[config.mk]
export PLATFORM = sky130hd
export DESIGN_NAME = cve2_xif_copro
export DESIGN_NICKNAME = d
export VERILOG_FILES = /design/src/rtl/cve2_xif_copro_pkg.sv /design/src/rtl/cve2_xif_copro_mul.sv /design/src/rtl/cve2_xif_copro.sv
export SDC_FILE = /design/constraint.sdc
export NUM_CORES = 1
export LEC_CHECK = 0
export CELL_PAD_IN_SITES_DETAIL_PLACEMENT = 1
export CELL_PAD_IN_SITES_GLOBAL_PLACEMENT = 1
export CORE_AREA = 4 4 157 235
export CTS_CLUSTER_SIZE = 28
export DETAILED_ROUTE_END_ITERATION = 10
export DIE_AREA = 0 0 161 239
export PLACE_DENSITY = 0.9
export SLEW_MARGIN = 20
export SYNTH_ARGS = -nofsm -noshare
export SYNTH_HDL_FRONTEND = slang
export SYNTH_SLANG_ARGS = --single-unit
[constraint.sdc]
create_clock -name clk_i -period 11.47 [get_ports clk_i]
set_clock_uncertainty 0.15 [all_clocks]
set_input_delay 2.294 -clock clk_i [delete_from_list [all_inputs] [get_ports clk_i]]
set_output_delay 2.294 -clock clk_i [all_outputs]
set_load 0.03 [all_outputs]
[src/rtl/cve2_xif_copro_pkg.sv]
// cve2_xif_copro_pkg
//   Shared definitions for the XIF reference coprocessor: the custom-0
//   opcode, the operation and FSM state encodings, the issue-channel decode
//   response, and small helper functions used by the datapath.
package cve2_xif_copro_pkg;

   localparam logic [6:0] CUSTOM0 = 7'b0001011;

   typedef enum logic [2:0] {
      OP_CADD   = 3'b000,
      OP_CPOPC  = 3'b001,
      OP_CMUL   = 3'b010,
      OP_CFENCE = 3'b011
   } op_e;

   typedef enum logic [1:0] {
      IDLE,
      WAIT,
      EXEC,
      RESULT
   } state_e;

   typedef struct packed {
      logic       accept;
      logic       writeback;
      logic [1:0] register_read;   // bit0 = rs1, bit1 = rs2
      op_e        op;
   } decode_t;

   // Combinational decode of an offloaded instruction.
   function automatic decode_t decode(input logic [31:0] instr);
      decode_t d;
      d.accept        = 1'b0;
      d.writeback     = 1'b0;
      d.register_read = 2'b00;
      d.op            = OP_CADD;
      if (instr[6:0] == CUSTOM0 && instr[31:25] == 7'b0000000) begin
         case (instr[14:12])
            3'b000: begin
               d.accept = 1'b1; d.writeback = 1'b1; d.register_read = 2'b11; d.op = OP_CADD;
            end
            3'b001: begin
               d.accept = 1'b1; d.writeback = 1'b1; d.register_read = 2'b01; d.op = OP_CPOPC;
            end
            3'b010: begin
               d.accept = 1'b1; d.writeback = 1'b1; d.register_read = 2'b11; d.op = OP_CMUL;
            end
            3'b011: begin
               d.accept = 1'b1; d.writeback = 1'b0; d.register_read = 2'b00; d.op = OP_CFENCE;
            end
            default: ;
         endcase
      end
      return d;
   endfunction

   function automatic logic [5:0] popcount(input logic [31:0] v);
      logic [5:0] n;
      n = '0;
      for (int unsigned i = 0; i < 32; i++) begin
         n = n + {5'd0, v[i]};
      end
      return n;
   endfunction

endpackage

[src/rtl/cve2_xif_copro_mul.sv]
// cve2_xif_copro_mul
//   Iterative shift-add multiplier returning the low 32 bits of a*b.
//   A start pulse loads the operands; one multiplier bit is consumed per
//   cycle for 32 cycles. done is asserted during the 32nd step, with the
//   final product already presented combinationally on product.
// Ports:
//   clk_i, rst_i   clock, asynchronous active-high reset
//   start          load a/b and begin (ignored result of any run in progress)
//   a, b           operands, sampled on start
//   done           high for one cycle while the final step is in progress
//   product        low 32 bits of a*b, valid while done is high
module cve2_xif_copro_mul (
   input  logic        clk_i,
   input  logic        rst_i,
   input  logic        start,
   input  logic [31:0] a,
   input  logic [31:0] b,
   output logic        done,
   output logic [31:0] product
);

   logic        busy;
   logic [4:0]  count;
   logic [31:0] mcand;
   logic [31:0] mplier;
   logic [31:0] acc;
   logic [31:0] acc_next;

   always_comb begin
      acc_next = acc;
      if (mplier[0]) begin
         acc_next = acc + mcand;
      end
   end

   // The last step's sum is forwarded so the caller can register it on
   // the same edge that retires the multiplier.
   assign done    = busy && (count == 5'd31);
   assign product = acc_next;

   always_ff @(posedge clk_i or posedge rst_i) begin
      if (rst_i) begin
         busy   <= 1'b0;
         count  <= '0;
         mcand  <= '0;
         mplier <= '0;
         acc    <= '0;
      end else if (start) begin
         busy   <= 1'b1;
         count  <= '0;
         mcand  <= a;
         mplier <= b;
         acc    <= '0;
      end else if (busy) begin
         acc    <= acc_next;
         mcand  <= mcand << 1;
         mplier <= mplier >> 1;
         count  <= count + 5'd1;
         if (count == 5'd31) begin
            busy <= 1'b0;
         end
      end
   end

endmodule

[src/rtl/cve2_xif_copro.sv]
// cve2_xif_copro
//   Coprocessor endpoint of the CORE-V XIF interface implementing the
//   custom-0 ops CADD, CPOPC, CMUL and CFENCE, one instruction in flight.
// Ports:
//   clk_i, rst_i              clock, asynchronous active-high reset
//   issue_*                   issue request and combinational decode response
//   commit_*                  commit/kill of the in-flight instruction
//   register_*                source operand transfer (rs1 = index 0)
//   result_*                  registered result, held until result_ready_i
//   result_ecs*/exc*/err/dbg  unused result fields, tied to 0
module cve2_xif_copro
   import cve2_xif_copro_pkg::*;
#(
   parameter int unsigned X_ID_WIDTH     = 4,
   parameter int unsigned X_HARTID_WIDTH = 1,
   parameter int unsigned X_NUM_RS       = 2
) (
   input  logic                          clk_i,
   input  logic                          rst_i,
   input  logic                          issue_valid_i,
   output logic                          issue_ready_o,
   input  logic [31:0]                   issue_instr_i,
   input  logic [X_ID_WIDTH-1:0]         issue_id_i,
   input  logic [X_HARTID_WIDTH-1:0]     issue_hartid_i,
   output logic                          issue_accept_o,
   output logic                          issue_writeback_o,
   output logic [1:0]                    issue_register_read_o,
   output logic                          issue_ecswrite_o,
   input  logic                          commit_valid_i,
   input  logic [X_ID_WIDTH-1:0]         commit_id_i,
   input  logic                          commit_kill_i,
   input  logic                          register_valid_i,
   output logic                          register_ready_o,
   input  logic [X_ID_WIDTH-1:0]         register_id_i,
   input  logic [X_NUM_RS-1:0][31:0]     register_rs_i,
   input  logic [X_NUM_RS-1:0]           register_rs_valid_i,
   output logic                          result_valid_o,
   input  logic                          result_ready_i,
   output logic [X_ID_WIDTH-1:0]         result_id_o,
   output logic [X_HARTID_WIDTH-1:0]     result_hartid_o,
   output logic [31:0]                   result_data_o,
   output logic [4:0]                    result_rd_o,
   output logic                          result_we_o,
   output logic [2:0]                    result_ecswe_o,
   output logic [5:0]                    result_ecsdata_o,
   output logic                          result_exc_o,
   output logic [5:0]                    result_exccode_o,
   output logic                          result_err_o,
   output logic                          result_dbg_o
);

   if (X_NUM_RS != 2) begin : g_num_rs_check
      $error("cve2_xif_copro: X_NUM_RS must be 2");
   end

   state_e                    state, state_next;
   decode_t                   dec;

   logic [X_ID_WIDTH-1:0]     id_reg;
   logic [X_HARTID_WIDTH-1:0] hartid_reg;
   logic [4:0]                rd_reg;
   op_e                       op_reg;
   logic [1:0]                rr_reg;
   logic                      op_flag;
   logic                      commit_flag;
   logic [31:0]               rs1_reg, rs2_reg;

   logic [X_ID_WIDTH-1:0]     res_id;
   logic [X_HARTID_WIDTH-1:0] res_hartid;
   logic [31:0]               res_data;
   logic [4:0]                res_rd;
   logic                      res_we;

   logic        issue_hs, reg_hs, reg_take;
   logic        commit_match, kill;
   logic        op_now, commit_now;
   logic        rs_ok;
   logic [31:0] rs1_eff, rs2_eff;
   logic [31:0] exec_data;
   logic        mul_start, mul_done;
   logic [31:0] mul_product;
   logic        unused_instr;

   assign unused_instr = ^issue_instr_i[24:15];

   assign dec = decode(issue_instr_i);

   // Every output is forced low while reset is held, including the
   // combinational ready/response signals.
   assign issue_ready_o         = !rst_i && (state == IDLE);
   assign issue_accept_o        = !rst_i && issue_valid_i && dec.accept;
   assign issue_writeback_o     = !rst_i && issue_valid_i && dec.writeback;
   assign issue_register_read_o = (!rst_i && issue_valid_i) ? dec.register_read : 2'b00;
   assign issue_ecswrite_o      = 1'b0;

   assign issue_hs = issue_valid_i && issue_ready_o;

   assign rs_ok = ((register_rs_valid_i & rr_reg) == rr_reg);

   // IDLE accepts any transfer so stale operands of a killed instruction
   // are drained rather than stalling the host.
   assign register_ready_o = !rst_i &&
                             ((state == IDLE) ||
                              (state == WAIT && !op_flag && register_id_i == id_reg && rs_ok));
   assign reg_hs = register_valid_i && register_ready_o;

   assign commit_match = (state == WAIT) && commit_valid_i && (commit_id_i == id_reg);
   assign kill         = commit_match && commit_kill_i;
   assign reg_take     = (state == WAIT) && reg_hs && !kill;

   // Same-cycle handshakes count immediately so EXEC follows the last one.
   assign op_now     = op_flag || reg_take;
   assign commit_now = commit_flag || (commit_match && !commit_kill_i);
   assign rs1_eff    = reg_take ? register_rs_i[0] : rs1_reg;
   assign rs2_eff    = reg_take ? register_rs_i[1] : rs2_reg;

   always_comb begin
      state_next = state;
      case (state)
         IDLE:   if (issue_hs && dec.accept) state_next = WAIT;
         WAIT: begin
            if (kill)                       state_next = IDLE;
            else if (op_now && commit_now)  state_next = EXEC;
         end
         EXEC:   if (op_reg != OP_CMUL || mul_done) state_next = RESULT;
         RESULT: if (result_ready_i) state_next = IDLE;
         default: state_next = IDLE;
      endcase
   end

   // The multiplier is loaded on the WAIT->EXEC edge so its 32 steps
   // coincide exactly with the EXEC cycles.
   assign mul_start = (state == WAIT) && (state_next == EXEC) && (op_reg == OP_CMUL);

   cve2_xif_copro_mul u_mul (
      .clk_i   (clk_i),
      .rst_i   (rst_i),
      .start   (mul_start),
      .a       (rs1_eff),
      .b       (rs2_eff),
      .done    (mul_done),
      .product (mul_product)
   );

   always_comb begin
      exec_data = '0;
      case (op_reg)
         OP_CADD:   exec_data = rs1_reg + rs2_reg;
         OP_CPOPC:  exec_data = {26'd0, popcount(rs1_reg)};
         OP_CMUL:   exec_data = mul_product;
         OP_CFENCE: exec_data = '0;
         default:   exec_data = '0;
      endcase
   end

   always_ff @(posedge clk_i or posedge rst_i) begin
      if (rst_i) begin
         state       <= IDLE;
         id_reg      <= '0;
         hartid_reg  <= '0;
         rd_reg      <= '0;
         op_reg      <= OP_CADD;
         rr_reg      <= '0;
         op_flag     <= 1'b0;
         commit_flag <= 1'b0;
         rs1_reg     <= '0;
         rs2_reg     <= '0;
         res_id      <= '0;
         res_hartid  <= '0;
         res_data    <= '0;
         res_rd      <= '0;
         res_we      <= 1'b0;
      end else begin
         state <= state_next;
         case (state)
            IDLE: begin
               if (issue_hs && dec.accept) begin
                  id_reg      <= issue_id_i;
                  hartid_reg  <= issue_hartid_i;
                  rd_reg      <= issue_instr_i[11:7];
                  op_reg      <= dec.op;
                  rr_reg      <= dec.register_read;
                  op_flag     <= (dec.register_read == 2'b00);
                  commit_flag <= 1'b0;
               end
            end
            WAIT: begin
               if (kill) begin
                  op_flag     <= 1'b0;
                  commit_flag <= 1'b0;
                  rs1_reg     <= '0;
                  rs2_reg     <= '0;
               end else begin
                  if (reg_take) begin
                     rs1_reg <= register_rs_i[0];
                     rs2_reg <= register_rs_i[1];
                     op_flag <= 1'b1;
                  end
                  if (commit_match) begin
                     commit_flag <= 1'b1;
                  end
               end
            end
            EXEC: begin
               if (state_next == RESULT) begin
                  res_id     <= id_reg;
                  res_hartid <= hartid_reg;
                  res_rd     <= rd_reg;
                  res_we     <= (op_reg != OP_CFENCE);
                  res_data   <= exec_data;
               end
            end
            RESULT: begin
               if (result_ready_i) begin
                  res_id      <= '0;
                  res_hartid  <= '0;
                  res_rd      <= '0;
                  res_we      <= 1'b0;
                  res_data    <= '0;
                  op_flag     <= 1'b0;
                  commit_flag <= 1'b0;
               end
            end
            default: ;
         endcase
      end
   end

   assign result_valid_o   = (state == RESULT);
   assign result_id_o      = res_id;
   assign result_hartid_o  = res_hartid;
   assign result_data_o    = res_data;
   assign result_rd_o      = res_rd;
   assign result_we_o      = res_we;
   assign result_ecswe_o   = '0;
   assign result_ecsdata_o = '0;
   assign result_exc_o     = 1'b0;
   assign result_exccode_o = '0;
   assign result_err_o     = 1'b0;
   assign result_dbg_o     = 1'b0;

endmodule
==> impl_metrics.env <==
export IMPL_grt_util_met3_pct=2.85
export IMPL_top_usage_layer="met2"
export IMPL_cp_data_required_time_ps=9030
export IMPL_numCtsBuffers=23
export IMPL_postCtsResizedCells=0
export IMPL_power_leakage_uw=0.00781
export IMPL_p_clk_share_pct=18.2
export IMPL_gr_usage_met2_pct=45.9
export IMPL_finalCritPeriodShare_pct=62.3
export IMPL_layout_commonest_cell="nand2_1"
export IMPL_total_power_uw=4370
export IMPL_grt_max_degree=97
export IMPL_drv_cap=0
export IMPL_cts_root_buf="clkbuf_16"
export IMPL_status="finished clean"
export IMPL_firstDrtPassIters=6
export IMPL_combPwrFrac_pct=55.8
export IMPL_route_detailed_drc=0
export IMPL_die_w_um=161
export IMPL_peakVddDrop_mv=0.276
export IMPL_initial_utilization_pct=41.5
export IMPL_die_area_um2=38500
export IMPL_seq_area_frac_synth_pct=39.2
export IMPL_synth_cell_types=68
export IMPL_switching_share_pct=45.5
export IMPL_met1_usage_pct=30.7
export IMPL_yosys_warnings=0
export IMPL_critPathKind="input pin to primary output"
export IMPL_path_buf_inv=3
export IMPL_power_density_nw_per_um2=255
export IMPL_portBuffers=157
export IMPL_layout_nets=1940
export IMPL_grt_pass1_wl_mm=80.1
export IMPL_layout_setup_ws_ps=4320
export IMPL_drt_total_wl_mm=50.6
export IMPL_synth_cells=1618
export IMPL_path_cells="clkdlybuf4s50_1 > inv_8 > nand3b_1 > nor2_1 > clkdlybuf4s50_1"
export IMPL_fmax_mhz=140
export IMPL_rsz0062_at_grt="false"
export IMPL_rows=84
export IMPL_core_um2=34900
export IMPL_post_place_ws_ps=4260
export IMPL_fill_cells=4087
export IMPL_post_cts_buffers=0
export IMPL_cp_max_fo=94
export IMPL_io_pins=187
export IMPL_cpMaxStageDelayCell="clkdlybuf4s50_1"
export IMPL_finalWeightedCongestion=0.917
export IMPL_cts_sinks=227
export IMPL_hold_class="flip-flop to flip-flop"
export IMPL_crit_top_cell="clkdlybuf4s50_1"
export IMPL_via_count=13194
export IMPL_cts_clk_slew_worst_paths_ps=60
export IMPL_maxSlewHeadroom_pct=29.7
export IMPL_die_h_um=239
export IMPL_dpl_hpwl_mm=37.0
export IMPL_grt_pass1_vias=14273
export IMPL_finalHoldViolations=0
export IMPL_grt_overflow=0
export IMPL_detail_route_wl_per_cell_um=22.9
export IMPL_finalCriticalPeriod_ps=7150
export IMPL_clk_insertion_delay_late_ps=540
export IMPL_arrival_ps=4710
export IMPL_power_switching_uw=1990
export IMPL_drv_slew=0
export IMPL_cp_slowest_stage_delay_ps=710
export IMPL_final_setup_viol_count=0
export IMPL_final_layout_size_suffix_gt1_share_pct=4.20
export IMPL_track_usage_pct=25.9
export IMPL_tns_ps=0
export IMPL_worstMarginPinSlew_ps=1050
export IMPL_synthFlopType="dfrtp_1"
export IMPL_syn_cell_area_um2=14500
export IMPL_p_int_uw=2380
export IMPL_htree_levels=1
export IMPL_drt_iter0_markers=940
export IMPL_ys_ff_latch=227
export IMPL_endpoint_kind="primary output"
export IMPL_path_delay_family="buffers and inverters"
export IMPL_power_frac_seq_pct=26.0
export IMPL_syn2layout_area_growth_pct=18.3
export IMPL_hold_buffers=0
export IMPL_cts_path_max_buffers=3
export IMPL_cts_tree="done"
export IMPL_ys_async_sr_fraction_pct=100
export IMPL_antenna_found_initial=1
export IMPL_synth_edf_count=0
export IMPL_viasPerCell=5.96
export IMPL_postSynthAreaPerCell_um2=8.95
export IMPL_final_cell_mix="nand2_1 (255), dfrtp_1 (226), clkdlybuf4s50_1 (157)"
export IMPL_cp_start_kind="input pin"
export IMPL_ant_nets=0
## synthesized netlist by cell type (26+ instances only)
| cell type | number | area share [%] |
|---|---|---|
| a211oi_1 | 80 | 4.1 |
| a21oi_1 | 129 | 4.5 |
| a31oi_1 | 36 | 1.6 |
| clkbuf_1 | 61 | 1.6 |
| dfrtp_1 | 227 | 39 |
| fa_1 | 26 | 3.6 |
| ha_1 | 71 | 6.1 |
| inv_1 | 76 | 2.0 |
| mux2i_1 | 61 | 4.2 |
| nand2_1 | 255 | 6.6 |
| nor2_1 | 72 | 1.9 |
| nor2b_1 | 67 | 2.9 |
| o21ai_0 | 86 | 3.0 |
| o22ai_1 | 32 | 1.4 |
| xnor2_1 | 43 | 2.6 |
| xor2_1 | 26 | 1.6 |
## per-layer routing
layer  wire length [um]  up-vias
met3               2370      158
met2              25800      452
met5                  0        -
li1                   -     5908
met1              19400     6676
met4               3060        0
## layout make-up
class,count,area [um^2],area share [%]
Clock buffer,29,628,3.66
Tap cell,473,592,3.45
Inverter,76,293,1.71
Multi-Input combinational cell,1223,8100,47.3
Antenna cell,1,2.50,0.0146
Timing Repair Buffer,174,1700,9.91
Sequential cell,227,5680,33.2
Clock inverter,11,140,0.818
## path summary, 6_finish.rpt
kind                                                from                             to  slack, ps  depth (start not counted)
max in group asynchronous                          rst_i   u_mul.mplier[30]$_DFFE_PP0P_       7520                          3
hold reg to reg            result_data_o[17]$_DFFE_PP0P_  result_data_o[17]$_DFFE_PP0P_        320                          2
min in group asynchronous                          rst_i            op_flag$_DFFE_PP0P_       2240                          2
hold / removal             result_data_o[17]$_DFFE_PP0P_  result_data_o[17]$_DFFE_PP0P_        320                          2
setup reg to reg                  rs1_reg[1]$_DFFE_PP0P_   result_data_o[4]$_DFFE_PP0P_       5620                         19
setup / recovery                                   rst_i       issue_register_read_o[1]       4320                          5
## power groups by stage
stage               registers (uW)  clock network [uW]  logic, uW
floorplan                     1180                   0       1490
global placement              1130                   0       2190
detailed placement            1140                   0       2360
CTS                           1130                 804       2410
global route                  1150                 836       2660
finish                        1130                 797       2440
## worst reg2reg max path, cell delays in order (launching register included)
cell and delay (ps):
dfrtp_1 450, inv_1 120, fa_1 610, fa_1 470
fa_1 510, fa_1 520, fa_1 530, fa_1 500
inv_1 50, ha_1 210, inv_1 80, fa_1 200
inv_1 60, a21o_1 170, a21oi_1 200, xor2_1 200
nand2_1 80, o21ai_0 180, o22ai_1 200, a22o_1 220
## metrics by stage
step	util (%)	hold slack (ps)	instances	instance area, um^2
6_report	49.1	319	2214	17100
5_1_grt	49.1	350	2214	17100
4_1_cts	49.1	328	2213	17100
3_5_place_dp	46.9	314	2173	16400
3_3_place_gp	46.9	311	2173	16400
2_1_floorplan	-	296	1636	14600
## cells by family after synthesis
group                    count (synthesis)  synth area share [%]
buffers and inverters                  186                  5.61
AO/OA/AOI/OAI                          483                  21.3
AND/OR/NAND/NOR                        492                  15.6
other                                    1                0.0259
multiplexers                            63                  4.37
flip-flops                             227                  39.2
XOR/XNOR                                69                  4.17
adder cells (fa/ha/maj)                 97                  9.73
No activity file was read; power rests on OpenSTA's default activity.
